<file path="config.mk">
export PLATFORM = sky130hd
export DESIGN_NAME = load_store_unit
export DESIGN_NICKNAME = d
export VERILOG_FILES = /design/src/rtl/load_store_unit.sv
export SDC_FILE = /design/constraint.sdc
export NUM_CORES = 1
export LEC_CHECK = 0
export CAP_MARGIN = 20
export CORE_ASPECT_RATIO = 1.25
export CORE_UTILIZATION = 47
export CTS_CLUSTER_DIAMETER = 40
export DETAILED_ROUTE_END_ITERATION = 7
export GPL_TIMING_DRIVEN = 0
export PLACE_DENSITY = 0.89
export SETUP_SLACK_MARGIN = 0.05
export SLEW_MARGIN = 20
export SYNTH_ARGS = -nofsm -noshare
export SYNTH_HDL_FRONTEND = slang
export SYNTH_SLANG_ARGS = --single-unit
</file>
<file path="constraint.sdc">
create_clock -name clk -period 7.5 [get_ports clk]
set_clock_uncertainty 0.15 [all_clocks]
set_input_delay 2.25 -clock clk [delete_from_list [all_inputs] [get_ports clk]]
set_output_delay 2.25 -clock clk [all_outputs]
set_load 0.01 [all_outputs]
</file>
<file path="src/rtl/load_store_unit.sv">
// Load/store unit: one outstanding data-memory op, registered request, extended load result.
// Define LSU_MISALIGN_TRAP_EN to trap misaligned accesses instead of rounding the offset down.
module load_store_unit #(
    parameter int DataWidth     = 32,
    parameter int AddrWidth     = 32,
    parameter int TimeoutCycles = 255
) (
    input  logic                   clk,
    input  logic                   rst,
    input  logic                   req_valid,
    output logic                   req_ready,
    input  logic                   req_load,
    input  logic [2:0]             fun3,
    input  logic [AddrWidth-1:0]   addr,
    input  logic [DataWidth-1:0]   wdata,
    output logic                   rsp_valid,
    output logic [DataWidth-1:0]   rsp_rdata,
    output logic                   rsp_misalign,
    output logic                   rsp_err,
    output logic                   mem_req,
    output logic                   mem_we,
    output logic [AddrWidth-1:0]   mem_addr,
    output logic [DataWidth/8-1:0] mem_mask,
    output logic [DataWidth-1:0]   mem_wdata,
    input  logic                   mem_gnt,
    input  logic                   mem_rvalid,
    input  logic [DataWidth-1:0]   mem_rdata
);
    localparam int NumBytes = DataWidth / 8;
    localparam int OffW     = $clog2(NumBytes);
    localparam int CntW     = $clog2(TimeoutCycles + 1);
    localparam logic [CntW-1:0] CntLimit = CntW'(TimeoutCycles);

    typedef enum logic [1:0] {IDLE, REQ, WAIT, RESP} state_e;

    state_e                state_q, state_d;
    logic [CntW-1:0]       cnt_q, cnt_d;
    logic                  is_load_q, is_load_d;
    logic [2:0]            fun3_q, fun3_d;
    logic [OffW-1:0]       off_q, off_d;
    logic                  mem_req_q, mem_req_d;
    logic                  mem_we_q, mem_we_d;
    logic [AddrWidth-1:0]  mem_addr_q, mem_addr_d;
    logic [NumBytes-1:0]   mem_mask_q, mem_mask_d;
    logic [DataWidth-1:0]  mem_wdata_q, mem_wdata_d;
    logic                  rsp_valid_q, rsp_valid_d;
    logic [DataWidth-1:0]  rsp_rdata_q, rsp_rdata_d;
    logic                  rsp_misalign_q, rsp_misalign_d;
    logic                  rsp_err_q, rsp_err_d;

    // Decode of the incoming op
    logic [3:0]           nbytes;
    logic [OffW-1:0]      lsb_mask, in_off, aligned_off;
    logic                 op_legal;
    logic [NumBytes-1:0]  lane_mask;
    logic [DataWidth-1:0] lane_bits, wdata_lane;

    always_comb begin
        nbytes      = 4'd1 << fun3[1:0];
        lsb_mask    = OffW'(nbytes - 4'd1);
        in_off      = addr[OffW-1:0];
        aligned_off = in_off & ~lsb_mask;
        lane_mask   = NumBytes'((9'd1 << nbytes) - 9'd1) << aligned_off;
        for (int i = 0; i < NumBytes; i++) begin
            lane_bits[8*i +: 8] = {8{lane_mask[i]}};
        end
        wdata_lane = (wdata << {aligned_off, 3'b000}) & lane_bits;
        case (fun3)
            3'b000, 3'b001, 3'b010: op_legal = 1'b1;
            3'b100, 3'b101:         op_legal = req_load;
            3'b011:                 op_legal = (DataWidth == 64);
            3'b110:                 op_legal = req_load && (DataWidth == 64);
            default:                op_legal = 1'b0;
        endcase
    end

`ifdef LSU_MISALIGN_TRAP_EN
    logic op_misaligned;
    assign op_misaligned = (in_off & lsb_mask) != '0;
`endif

    // Load extraction: the top kept bit is the sign when funct3[2] is clear.
    logic [3:0]           ld_nbytes;
    logic [DataWidth-1:0] rdata_shifted, keep_bits, load_ext;
    logic                 ld_sign;

    always_comb begin
        ld_nbytes     = 4'd1 << fun3_q[1:0];
        rdata_shifted = mem_rdata >> {off_q, 3'b000};
        for (int i = 0; i < NumBytes; i++) begin
            keep_bits[8*i +: 8] = {8{i < int'(ld_nbytes)}};
        end
        ld_sign  = !fun3_q[2] && |(rdata_shifted & keep_bits & ~(keep_bits >> 1));
        load_ext = (rdata_shifted & keep_bits) | (ld_sign ? ~keep_bits : '0);
    end

    always_comb begin
        // NOTE: every signal gets a default first so no path leaves one unassigned (no latches).
        state_d        = state_q;
        cnt_d          = cnt_q;
        is_load_d      = is_load_q;
        fun3_d         = fun3_q;
        off_d          = off_q;
        mem_req_d      = 1'b0;
        mem_we_d       = 1'b0;
        mem_addr_d     = '0;
        mem_mask_d     = '0;
        mem_wdata_d    = '0;
        rsp_valid_d    = 1'b0;
        rsp_rdata_d    = '0;
        rsp_misalign_d = 1'b0;
        rsp_err_d      = 1'b0;
        case (state_q)
            IDLE: if (req_valid) begin
                is_load_d = req_load;
                fun3_d    = fun3;
                off_d     = aligned_off;
                if (!op_legal) begin
                    state_d     = RESP;
                    rsp_valid_d = 1'b1;
                    rsp_err_d   = 1'b1;
                end
`ifdef LSU_MISALIGN_TRAP_EN
                else if (op_misaligned) begin
                    state_d        = RESP;
                    rsp_valid_d    = 1'b1;
                    rsp_misalign_d = 1'b1;
                end
`endif
                else begin
                    state_d     = REQ;
                    cnt_d       = '0;
                    mem_req_d   = 1'b1;
                    mem_we_d    = !req_load;
                    mem_addr_d  = {addr[AddrWidth-1:OffW], {OffW{1'b0}}};
                    mem_mask_d  = lane_mask;
                    mem_wdata_d = req_load ? '0 : wdata_lane;
                end
            end
            REQ: begin
                cnt_d = cnt_q + 1'b1;
                if (mem_gnt) begin
                    cnt_d = '0;
                    if (is_load_q) begin
                        state_d = WAIT;
                    end else begin
                        state_d     = RESP;
                        rsp_valid_d = 1'b1;
                    end
                end else if (cnt_q == CntLimit) begin
                    state_d     = RESP;
                    rsp_valid_d = 1'b1;
                    rsp_err_d   = 1'b1;
                end else begin
                    mem_req_d   = 1'b1;
                    mem_we_d    = mem_we_q;
                    mem_addr_d  = mem_addr_q;
                    mem_mask_d  = mem_mask_q;
                    mem_wdata_d = mem_wdata_q;
                end
            end
            WAIT: begin
                cnt_d = cnt_q + 1'b1;
                if (mem_rvalid) begin
                    state_d     = RESP;
                    rsp_valid_d = 1'b1;
                    rsp_rdata_d = load_ext;
                end else if (cnt_q == CntLimit) begin
                    state_d     = RESP;
                    rsp_valid_d = 1'b1;
                    rsp_err_d   = 1'b1;
                end
            end
            RESP:    state_d = IDLE;
            default: state_d = IDLE;
        endcase
    end

    always_ff @(posedge clk) begin
        // NOTE: non-blocking assignments so every flop samples the pre-edge values.
        if (rst) begin
            state_q        <= IDLE;
            cnt_q          <= '0;
            is_load_q      <= 1'b0;
            fun3_q         <= '0;
            off_q          <= '0;
            mem_req_q      <= 1'b0;
            mem_we_q       <= 1'b0;
            mem_addr_q     <= '0;
            mem_mask_q     <= '0;
            mem_wdata_q    <= '0;
            rsp_valid_q    <= 1'b0;
            rsp_rdata_q    <= '0;
            rsp_misalign_q <= 1'b0;
            rsp_err_q      <= 1'b0;
        end else begin
            state_q        <= state_d;
            cnt_q          <= cnt_d;
            is_load_q      <= is_load_d;
            fun3_q         <= fun3_d;
            off_q          <= off_d;
            mem_req_q      <= mem_req_d;
            mem_we_q       <= mem_we_d;
            mem_addr_q     <= mem_addr_d;
            mem_mask_q     <= mem_mask_d;
            mem_wdata_q    <= mem_wdata_d;
            rsp_valid_q    <= rsp_valid_d;
            rsp_rdata_q    <= rsp_rdata_d;
            rsp_misalign_q <= rsp_misalign_d;
            rsp_err_q      <= rsp_err_d;
        end
    end

    assign req_ready    = (state_q == IDLE) && !rst;
    assign mem_req      = mem_req_q;
    assign mem_we       = mem_we_q;
    assign mem_addr     = mem_addr_q;
    assign mem_mask     = mem_mask_q;
    assign mem_wdata    = mem_wdata_q;
    assign rsp_valid    = rsp_valid_q;
    assign rsp_rdata    = rsp_rdata_q;
    assign rsp_misalign = rsp_misalign_q;
    assign rsp_err      = rsp_err_q;

endmodule

</file>
==> metrics.md, run 1 <==
| Metric | Value |
|---|---|
| First-pass GRT wire length | 25460 um |
| RSZ-0062 raised after global routing | no |
| CTS H-Tree Depth | 4 |
| Row count | 42 |
| Tcrit/Tclk final | 0.8738 |
| Minimum clock period | 6.554 ns |
| Pleak | 3.007 nW |
| Placed wire-length estimate | 12280 um |
| CP startpoint kind | primary input |
| Initial DRC Count | 256 |
| Syn Inst Count | 550 |
| Number of flops mapped to enable cells by yosys | 0 |
| Number of global-route vias before repair | 5275 |
| Adder-Cell Fraction of Synth Area | 0.01455 |
| Cell Chain, Critical Path | clkdlybuf4s50_1 > clkbuf_1 > clkbuf_1 > nor2_1 > clkdlybuf4s50_1 |
| Slew HR | 0.5748 |
| Clock Power Share | 0.413 |
| Routed vias | 5210 |
| Reg2reg path depth | 7 |
| CP Capture Type | output port |
| Synth top area share | 0.4579 |
| Post-CTS sizing | 0 |
| Hold path endpoint | fun3_q[0]$_SDFFE_PP0P_ |
| Synth Area per Inst | 9.379 um^2 |
| Area delta synth->final | 54.96% |
| Reg2reg setup slack | 4.96 ns |
| Fin nets | 888 |
| Clock Path Buffers | 2 |
| Slew @ Worst Pin | 0.6355 ns |
| Register bit count reported by yosys | 118 |
| Worst VDD drop | 166.2 uV |
| Place WS | 0.9618 ns |
| XOR/XNOR Fraction of Synth Area | 0.01528 |
| Largest family of logic cells by synthesized area | compound AO/OA/AOI/OAI gates |
| Die X | 95.71 um |
| Most frequent cell after synthesis | dfxtp_1 |
| Setup TNS | 0 ns |
| GRT Resource Usage Total | 0.2945 |
| Total grt overflow | 0 |
| Routability cong. | 0.9166 |
| Power Internal | 1.417 mW |
| Diodes inserted | 0 |
| Sw Share | 0.2833 |
| Final setup fails | 0 |
| CTS hold repair buffers | 0 |
| Setup WS post-layout | 0.9464 ns |
| Critical path class | in2out |
| Max-Cap Viols | 0 |
| Endpoints failing hold | 0 |
| Reg2Reg Capture Point | rsp_rdata[26]$_SDFF_PP0_ |
| Layout cells sized above 1 | 0.1063 |
| Dominant cell type by area after synthesis | dfxtp_1 |
| Synth area leaders | dfxtp_1, a22oi_1, nor2_1 |
| Fraction of synthesized area in multiplexers | 0.1087 |
| Comb pwr share | 0.232 |
| Post-detailed-route count of antenna-violating nets | 0 |
| Die span in y | 119.1 um |
| F_max | 152.6 MHz |
| Post-synthesis compound-gate area fraction | 0.1819 |
| Clock slew at reported path FFs | 0.05 ns |
| Setup bufs post-CTS | 0 |
| CTS Buf Count | 17 |
| Vias per cell | 5.651 |
| Initial Util | 0.4860 |
| Simple-gate portion of the synthesized area | 0.1751 |
| Synthesized cell area | 0.005159 mm^2 |
| Reg2reg start | state_q[0]$_SDFFE_PP0P_ |
| Buffers on Ports | 206 |
| Main synth FF type | dfxtp_1 |
| Power, Total | 1.978 mW |
| Clock latency on the worst-skew pair | 0.41 ns |
| Slowest cell on the critical path | clkdlybuf4s50_1 |
| Unique masters post-synth | 55 |
| CP arrival | 4.15 ns |
| Routed wirelength normalized by instance count | 17.80 um |
| Core ar. | 0.01062 mm^2 |
| Largest stage delay on the critical path | 0.51 ns |
| Hold depth | 2 |
| Pin count of the biggest net entering global routing | 17 |
| Post-synth top cells | dfxtp_1, nor2_1, nand2_1 |
| Clk root buf | clkbuf_16 |
| Residual DRC count | 0 |
| Pre-antenna DRT Iters | 5 |
| CTS tree | built |
| Seq/Total Area, Yosys | 0.4579 |
| WL final | 16410 um |
| Critical path peak fanout | 10 |
| P_sw | 0.5602 mW |
| Post-synthesis async set-or-reset flop share | 0 |
| Max Slew Vio Count | 0 |
| Outcome | finished, final reports clean |
| Ports | 211 |
| Req. time, crit path | 5.10 ns |
| HP Start | fun3_q[0]$_SDFFE_PP0P_ |
| Initial antenna violation count | 0 |
| Synth warn | 0 |
| HP Class | reg2reg |
| Sequential Power Share | 0.355 |
| Die Area | 0.01140 mm^2 |
| Sinks on Clock Net | 118 |
| Pwr/cell area | 247.4 mW/mm^2 |
[cells by family after synthesis]
family,Yosys count
XOR/XNOR,9
flip-flops,118
adder cells (fa/ha/maj),6
other,1
multiplexers,44
buffers and inverters,47
AND/OR/NAND/NOR,192
AO/OA/AOI/OAI,133
[per-layer routing]
| layer | share of wire | track usage | vias up |
|---|---|---|---|
| met3 | 0.081 | 0.08748 | 57 |
| li1 | - | - | 2421 |
| met2 | 0.51 | 0.5098 | 261 |
| met1 | 0.37 | 0.3141 | 2471 |
| met4 | 0.039 | 0.1576 | 0 |
| met5 | 0 | 0 | - |
[sequential cells by signal (all words and copies together) (netlist names)]
name / flops
cnt_q: 8
fun3_q: 3
is_load_q: 1
mem_addr: 30
mem_mask: 4
mem_req: 1
mem_wdata: 32
mem_we: 1
off_q: 2
rsp_err: 1
rsp_rdata: 32
rsp_valid: 1
state_q: 2
[metrics by stage]
step                utilization  std cells  hold WS (ns)  area [um^2]
finish                   0.7531        922        0.3048         7994
global route             0.7531        922        0.3257         7994
CTS                      0.7531        922        0.3089         7994
detailed placement       0.6965        890        0.3016         7393
global placement         0.6965        890        0.2910         7393
floorplan                     -        552        0.2816         5166
[placed cells by master, fill, tap and decap left out, types with 3 or more instances in the layout]
cell type and count:
bufinv_16 3, o31ai_1 3, conb_1 3, mux4_2 8
buf_4 9, o21ai_0 12, a21oi_1 28, a32oi_1 10
clkinvlp_4 6, ha_1 6, nand3_1 3, inv_1 3
nor2b_1 12, a211oi_1 16, xnor2_1 8, nor2_1 86
clkdlybuf4s50_1 206, mux2_2 16, nand2_1 65, a22oi_1 47
clkbuf_16 17, dfxtp_1 118, mux2i_1 20, clkbuf_1 26
a22o_1 8, buf_2 9
[layout make-up]
cell class	instances	area (um^2)
clock inverters	12	153.9
inverters	3	11.26
multi-input cells	387	2567
repair buffers	206	2062
fillers	744	2621
clock buffers	20	446.7
flip-flops and latches	118	2362
plain buffers	44	225.2
well taps	132	165.2
[power by group through the flow]
stage	registers, mW	logic, mW	clock network (mW)
final	0.702	0.459	0.817
after floorplan	0.727	0.232	0
after global placement	0.711	0.436	0
after CTS	0.702	0.455	0.822
after detailed placement	0.714	0.451	0
after global routing	0.707	0.497	0.852
[worst max-delay path: cells and delay by family]
family / cells / cell delay [ns]
buf+inv: 4 / 1.83
simple gates: 1 / 0.08
[worst max-delay path by stage]
stage,start,slack (ns),end
floorplan,rst,2.20,req_ready
global placement,rst,0.97,req_ready
detailed placement,rst,0.96,req_ready
CTS,rst,0.95,req_ready
global route,rst,0.82,req_ready
finish,rst,0.95,req_ready
Note: power is estimated with default switching activity, not from simulation.
==> run 2, diff against run 1 <==
- CORE_UTILIZATION: 47 -> 39
- PLACE_DENSITY: 0.89 -> 0.8
- clock period: 7.5 -> 5.2 ns (I/O delays scaled with it)
==> run 2 against run 1 <==
First-iteration DRC count is 4.7% lower. Clock power is 60% higher. Via count is 1.5% lower. Global-route usage is 4.4 points lower. Register-to-register slack worse by 2.3 ns. Sequential share of layout area is 0.41 points lower. Largest cell class unchanged. Count of clock-buffer cells in the layout is 1 higher. Critical endpoint unchanged. Critical path depth stayed put. Design area is 1.4% higher.
==> metrics.md, run 2 (synthesis results as in run 1) <==
| Metric | Value |
|---|---|
| Most common cell after layout, fill and taps aside | clkdlybuf4s50_1 |
| Setup bufs post-CTS | 0 (unchanged) |
| Die X | 104.9 um (+9.6%) |
| Critical path peak fanout | 10 (unchanged) |
| First-pass GRT wire length | 26650 um (+4.7%) |
| Routability cong. | 0.8657 (-5.6%) |
| Routed wirelength normalized by instance count | 17.68 um (-0.64%) |
| Hold depth | 2 (unchanged) |
| Max Slew Vio Count | 0 (unchanged) |
| Pleak | 3.055 nW (+1.6%) |
| RSZ-0062 raised after global routing | no |
| Post-detailed-route count of antenna-violating nets | 0 (unchanged) |
| Vias per cell | 5.358 (-5.2%) |
| Final core utilization | 0.6345 (-0.1186) |
| Clk root buf | clkbuf_16 |
| Outcome | finished, final reports clean |
| Reg2reg start | state_q[1]$_SDFFE_PP0P_ |
| Fin nets | 888 (unchanged) |
| Pre-antenna DRT Iters | 5 (unchanged) |
| Worst VDD drop | 181.9 uV (+9.5%) |
| Routed vias | 5133 (-1.5%) |
| Initial DRC Count | 244 (-4.7%) |
| Initial Util | 0.4037 (-0.08223) |
| CP Capture Type | output port |
| WL final | 16940 um (+3.2%) |
| CTS H-Tree Depth | 4 (unchanged) |
| Tcrit/Tclk final | 0.9702 |
| Critical path class | in2out |
| F_max | 198.2 MHz |
| Initial antenna violation count | 0 (unchanged) |
| Row count | 46 (+9.5%) |
| Setup WS post-layout | 0.1547 ns (-0.7917 ns) |
| Ports | 211 (unchanged) |
| Clock Path Buffers | 2 (unchanged) |
| CTS tree | built |
| Area delta synth->final | 57.14% |
| Die span in y | 130.6 um (+9.6%) |
| Reg2Reg Capture Point | mem_wdata[25]$_SDFFE_PP0N_ |
| CP Launch Point | rst |
| Hold path endpoint | mem_mask[1]$_SDFFE_PP0N_ |
| Buffers on Ports | 206 (unchanged) |
| Slew HR | 0.5369 (-0.03791) |
| Buffers & Inverters on Critical Path | 4 (unchanged) |
| CP dominant cell by count | clkdlybuf4s50_1 |
| Minimum clock period | 5.045 ns |
| Most frequent cells in the layout | clkdlybuf4s50_1, dfxtp_1, nor2_1, nand2_1, a22oi_1 |
| Largest stage delay on the critical path | 0.53 ns (+0.02 ns) |
| CTS Buf Count | 17 (unchanged) |
| Total grt overflow | 0 (unchanged) |
| Cell Chain, Critical Path | clkdlybuf4s50_1 > clkbuf_2 > clkbuf_1 > nor2_1 > clkdlybuf4s50_1 |
| Core ar. | 0.01278 mm^2 (+20%) |
| Die Area | 0.01369 mm^2 (+20%) |
| Slowest cell on the critical path | clkdlybuf4s50_1 |
| Residual DRC count | 0 (unchanged) |
| HP Start | mem_mask[1]$_SDFFE_PP0N_ |
| Place WS | -0.002243 ns (-0.9640 ns) |
| Reg2reg path depth | 9 (+2) |
| Placed wire-length estimate | 12770 um (+4.0%) |
| Final setup fails | 0 (unchanged) |
| GRT Resource Usage Total | 0.2507 (-0.04376) |
| Clock latency on the worst-skew pair | 0.40 ns (about the same) |
| Endpoints failing hold | 0 (unchanged) |
| Max-Cap Viols | 0 (unchanged) |
| Cell family with most CP delay | buffers and inverters |
| Slew @ Worst Pin | 0.6921 ns (+0.05666 ns) |
| Pwr/cell area | 367.5 mW/mm^2 (+49%) |
| CP startpoint kind | primary input |
| Diodes inserted | 0 (unchanged) |
| Filler cells | 1086 (+46%) |
| Req. time, crit path | 3.49 ns (-1.61 ns) |
| CP arrival | 3.34 ns (-0.81 ns) |
| Pin count of the biggest net entering global routing | 17 (unchanged) |
| Clock slew at reported path FFs | 0.06 ns (about the same) |
| Layout cells sized above 1 | 0.1089 (+0.002532) |
| Reg2reg setup slack | 2.66 ns (-2.30 ns) |
| HP Class | reg2reg |
| Number of global-route vias before repair | 5209 (-1.3%) |
| Sinks on Clock Net | 118 (unchanged) |
==> run 2: cell types whose count changed in the layout (fill, tap and decap cells not counted) <==
cell        change
clkinv_2        -1
bufinv_16       +2
clkbuf_8        +2
clkbuf_2        +1
clkinvlp_4      -4
clkbuf_1        -2
clkinv_4        +2
==> run 2: per-stage QoR <==
step                  TNS, ns  power [mW]  std cells  hold WS, ns  cell area, um^2
finish                      0       2.979        958       0.3100             8107
global route                0       3.102        958       0.3267             8107
floorplan                   0       1.383        552       0.2816             5166
detailed placement  -0.002243       1.681        926       0.3045             7438
CTS                         0       2.990        958       0.3117             8107
global placement            0       1.662        926       0.2936             7438
==> run 2: tightest hold or removal path, stage by stage (launching register included) <==
cell and delay, ns:
dfxtp_1 0.31, nand2_1 0.05, a21oi_1 0.06
==> run 2: final cells by class <==
| cell class | count | area (um^2) | area share |
|---|---|---|---|
| Buffer | 44 | 226.5 | 0.02794 |
| Clock buffer | 21 | 470.5 | 0.05803 |
| Clock inverter | 11 | 196.4 | 0.02423 |
| Inverter | 3 | 11.26 | 0.001389 |
| Multi-Input combinational cell | 387 | 2567 | 0.3167 |
| Sequential cell | 118 | 2362 | 0.2914 |
| Tap cell | 168 | 210.2 | 0.02593 |
| Timing Repair Buffer | 206 | 2062 | 0.2544 |
==> run 2: timing repair <==
action                                  CTS  global route
endpoints found under the setup margin    1             0
gates resized for setup                   1             0
hold buffers                              0             0
hold endpoints to repair                  0             0
==> run 2: worst max path at each step <==
stage,end,cells past startpoint
after floorplan,req_ready,3
after global routing,req_ready,5
final,req_ready,5
after detailed placement,req_ready,5
after CTS,req_ready,5
after global placement,req_ready,5
==> run 2: layer usage <==
metal,vias to the layer above,wire [um],global-route usage
li1,2414,-,-
met1,2439,6594,0.2730
met2,246,8624,0.4585
met3,34,1282,0.06548
met4,0,438,0.1168
met5,-,0,0
==> run 2: report_power, final <==
part / total [mW] / switching (mW) / leakage (nW) / internal [mW]
Sequential: 1.01 / 0.0392 / 0.955 / 0.974
Clock: 1.31 / 0.417 / 0.319 / 0.890
Combinational: 0.659 / 0.352 / 1.78 / 0.307
Total: 2.98 / 0.808 / 3.06 / 2.17
==> run 3, diff against run 2 <==
- PLACE_DENSITY: 0.8 -> 0.77
==> run 3 against run 2 <==
Sequential power hardly changed. Register-to-register slack better by 0.04 ns. Non-clock buffer count stayed put. Critical path depth stayed put. Count of clock-buffer cells in the layout is 1 lower. Die area stayed put. Sequential share of layout area is 0.21 points higher. Global-route usage is 0.24 points lower. Combinational power is 0.6% lower. Critical path type unchanged. Largest power group unchanged. Highest routed layer unchanged.
==> metrics.md, run 3 (synthesis results as in run 1) <==
| Metric | Value |
|---|---|
| Post-detailed-route count of antenna-violating nets | 0 (unchanged) |
| Clk root buf | clkbuf_16 |
| Routed vias | 5045 (-1.7%) |
| Hold depth | 2 (unchanged) |
| Row count | 46 (unchanged) |
| Final setup fails | 0 (unchanged) |
| Die X | 104.9 um (unchanged) |
| Pre-antenna DRT Iters | 5 (unchanged) |
| Max Slew Vio Count | 0 (unchanged) |
| Non-filler cells, final | 958 (unchanged) |
| Pleak | 3.024 nW (-1.0%) |
| Slew HR | 0.5515 (+0.01462) |
| Routed wirelength normalized by instance count | 17.42 um (-1.5%) |
| Pwr/cell area | 356.3 mW/mm^2 (-3.0%) |
| First-pass GRT wire length | 26310 um (-1.3%) |
| Outcome | finished, final reports clean |
| CP arrival | 3.33 ns (about the same) |
| Minimum clock period | 5.044 ns (-0.001172 ns) |
| Clock Path Buffers | 2 (unchanged) |
| Setup TNS | 0 ns (unchanged) |
| WL final | 16690 um (-1.5%) |
| Critical path class | in2out |
| Initial DRC Count | 233 (-4.5%) |
| Number of global-route vias before repair | 5162 (-0.90%) |
| Filler cells | 1105 (+1.7%) |
| Initial Util | 0.4037 (unchanged) |
| CTS tree | built |
| Setup WS post-layout | 0.1559 ns (+0.001172 ns) |
| GRT Resource Usage Total | 0.2483 (-0.002419) |
| Routability cong. | 0.8696 (+0.45%) |
| HP Class | reg2reg |
| F_max | 198.3 MHz (about the same) |
| Area delta synth->final | 56.03% |
| Placed wire-length estimate | 12490 um (-2.2%) |
| Residual DRC count | 0 (unchanged) |
| CTS H-Tree Depth | 4 (unchanged) |
| Most frequent cells in the layout | clkdlybuf4s50_1, dfxtp_1, nor2_1, nand2_1, a22oi_1 |
| Critical path peak fanout | 10 (unchanged) |
| Initial antenna violation count | 0 (unchanged) |
| Max-Cap Viols | 0 (unchanged) |
| Placed cells | 926 (unchanged) |
| Sinks on Clock Net | 118 (unchanged) |
| Ports | 211 (unchanged) |
| Die Area | 0.01369 mm^2 (unchanged) |
| Endpoints failing hold | 0 (unchanged) |
| CP startpoint kind | primary input |
| Pin count of the biggest net entering global routing | 17 (unchanged) |
| Tcrit/Tclk final | 0.9700 (about the same) |
| Worst VDD drop | 214.6 uV (+18%) |
| Diodes inserted | 0 (unchanged) |
| Clock latency on the worst-skew pair | 0.41 ns (about the same) |
| Layout cells sized above 1 | 0.1089 (unchanged) |
| Req. time, crit path | 3.49 ns (about the same) |
| Fin nets | 888 (unchanged) |
| CP Capture Type | output port |
| RSZ-0062 raised after global routing | no |
| Buffers on Ports | 206 (unchanged) |
| Place WS | 0.01436 ns (+0.01661 ns) |
| CTS Buf Count | 17 (unchanged) |
| Reg2reg path depth | 7 (-2) |
| Slew @ Worst Pin | 0.6703 ns (-0.02186 ns) |
| Clock slew at reported path FFs | 0.05 ns (about the same) |
| Core ar. | 0.01278 mm^2 (unchanged) |
| Vias per cell | 5.266 (-1.7%) |
| Total grt overflow | 0 (unchanged) |
| Most common cell after layout, fill and taps aside | clkdlybuf4s50_1 |
| Die span in y | 130.6 um (unchanged) |
run 3: worst max-delay path: stages:
cell             delay (ns)
clkdlybuf4s50_1        0.53
clkbuf_2               0.28
clkbuf_1               0.38
nor2_1                 0.08
clkdlybuf4s50_1        0.51
run 3: through the flow:
stage / hold slack [ns] / total power, mW / util / area, um^2
4_1_cts: 0.3070 / 2.889 / 0.6299 / 8049
6_report: 0.3024 / 2.868 / 0.6299 / 8049
5_1_grt: 0.3443 / 3.002 / 0.6299 / 8049
3_3_place_gp: 0.2909 / 1.659 / 0.5822 / 7438
2_1_floorplan: 0.2816 / 1.383 / - / 5166
3_5_place_dp: 0.2994 / 1.678 / 0.5822 / 7438
run 3: what timing repair did:
action	in CTS	in global routing
hold buffers	0	0
setup buffers	0	0
setup endpoints to repair	1	0
resized for setup	1	0
hold endpoints to repair	0	0
run 3: cell type report:
cell class / count / area, um^2 / area share
Buffer: 44 / 226.5 / 0.02814
Multi-Input combinational cell: 387 / 2567 / 0.3190
Timing Repair Buffer: 206 / 2062 / 0.2562
Tap cell: 168 / 210.2 / 0.02612
Sequential cell: 118 / 2362 / 0.2935
Clock buffer: 20 / 456.7 / 0.05674
Clock inverter: 12 / 152.6 / 0.01896
Inverter: 3 / 11.26 / 0.001399
run 3: report_power, final:
group	total, mW	switching, mW	internal, mW	leakage (nW)
clock	1.20	0.423	0.777	0.288
sequential	1.01	0.0394	0.974	0.955
combinational	0.655	0.349	0.306	1.78
run 3: path summary, 6_finish.rpt:
check	start	to	slack, ns
setup reg to reg	state_q[0]$_SDFFE_PP0P_	rsp_rdata[30]$_SDFF_PP0_	2.70
setup / recovery	rst	req_ready	0.16
hold / removal	fun3_q[0]$_SDFFE_PP0P_	fun3_q[0]$_SDFFE_PP0P_	0.30
hold reg to reg	fun3_q[0]$_SDFFE_PP0P_	fun3_q[0]$_SDFFE_PP0P_	0.30
run 3: metal layers:
metal	vias to the layer above	part of all wire	track usage
li1	2413	-	-
met1	2378	0.40	0.2809
met2	224	0.50	0.4351
met3	30	0.071	0.06944
met4	0	0.029	0.1201
met5	-	0	0
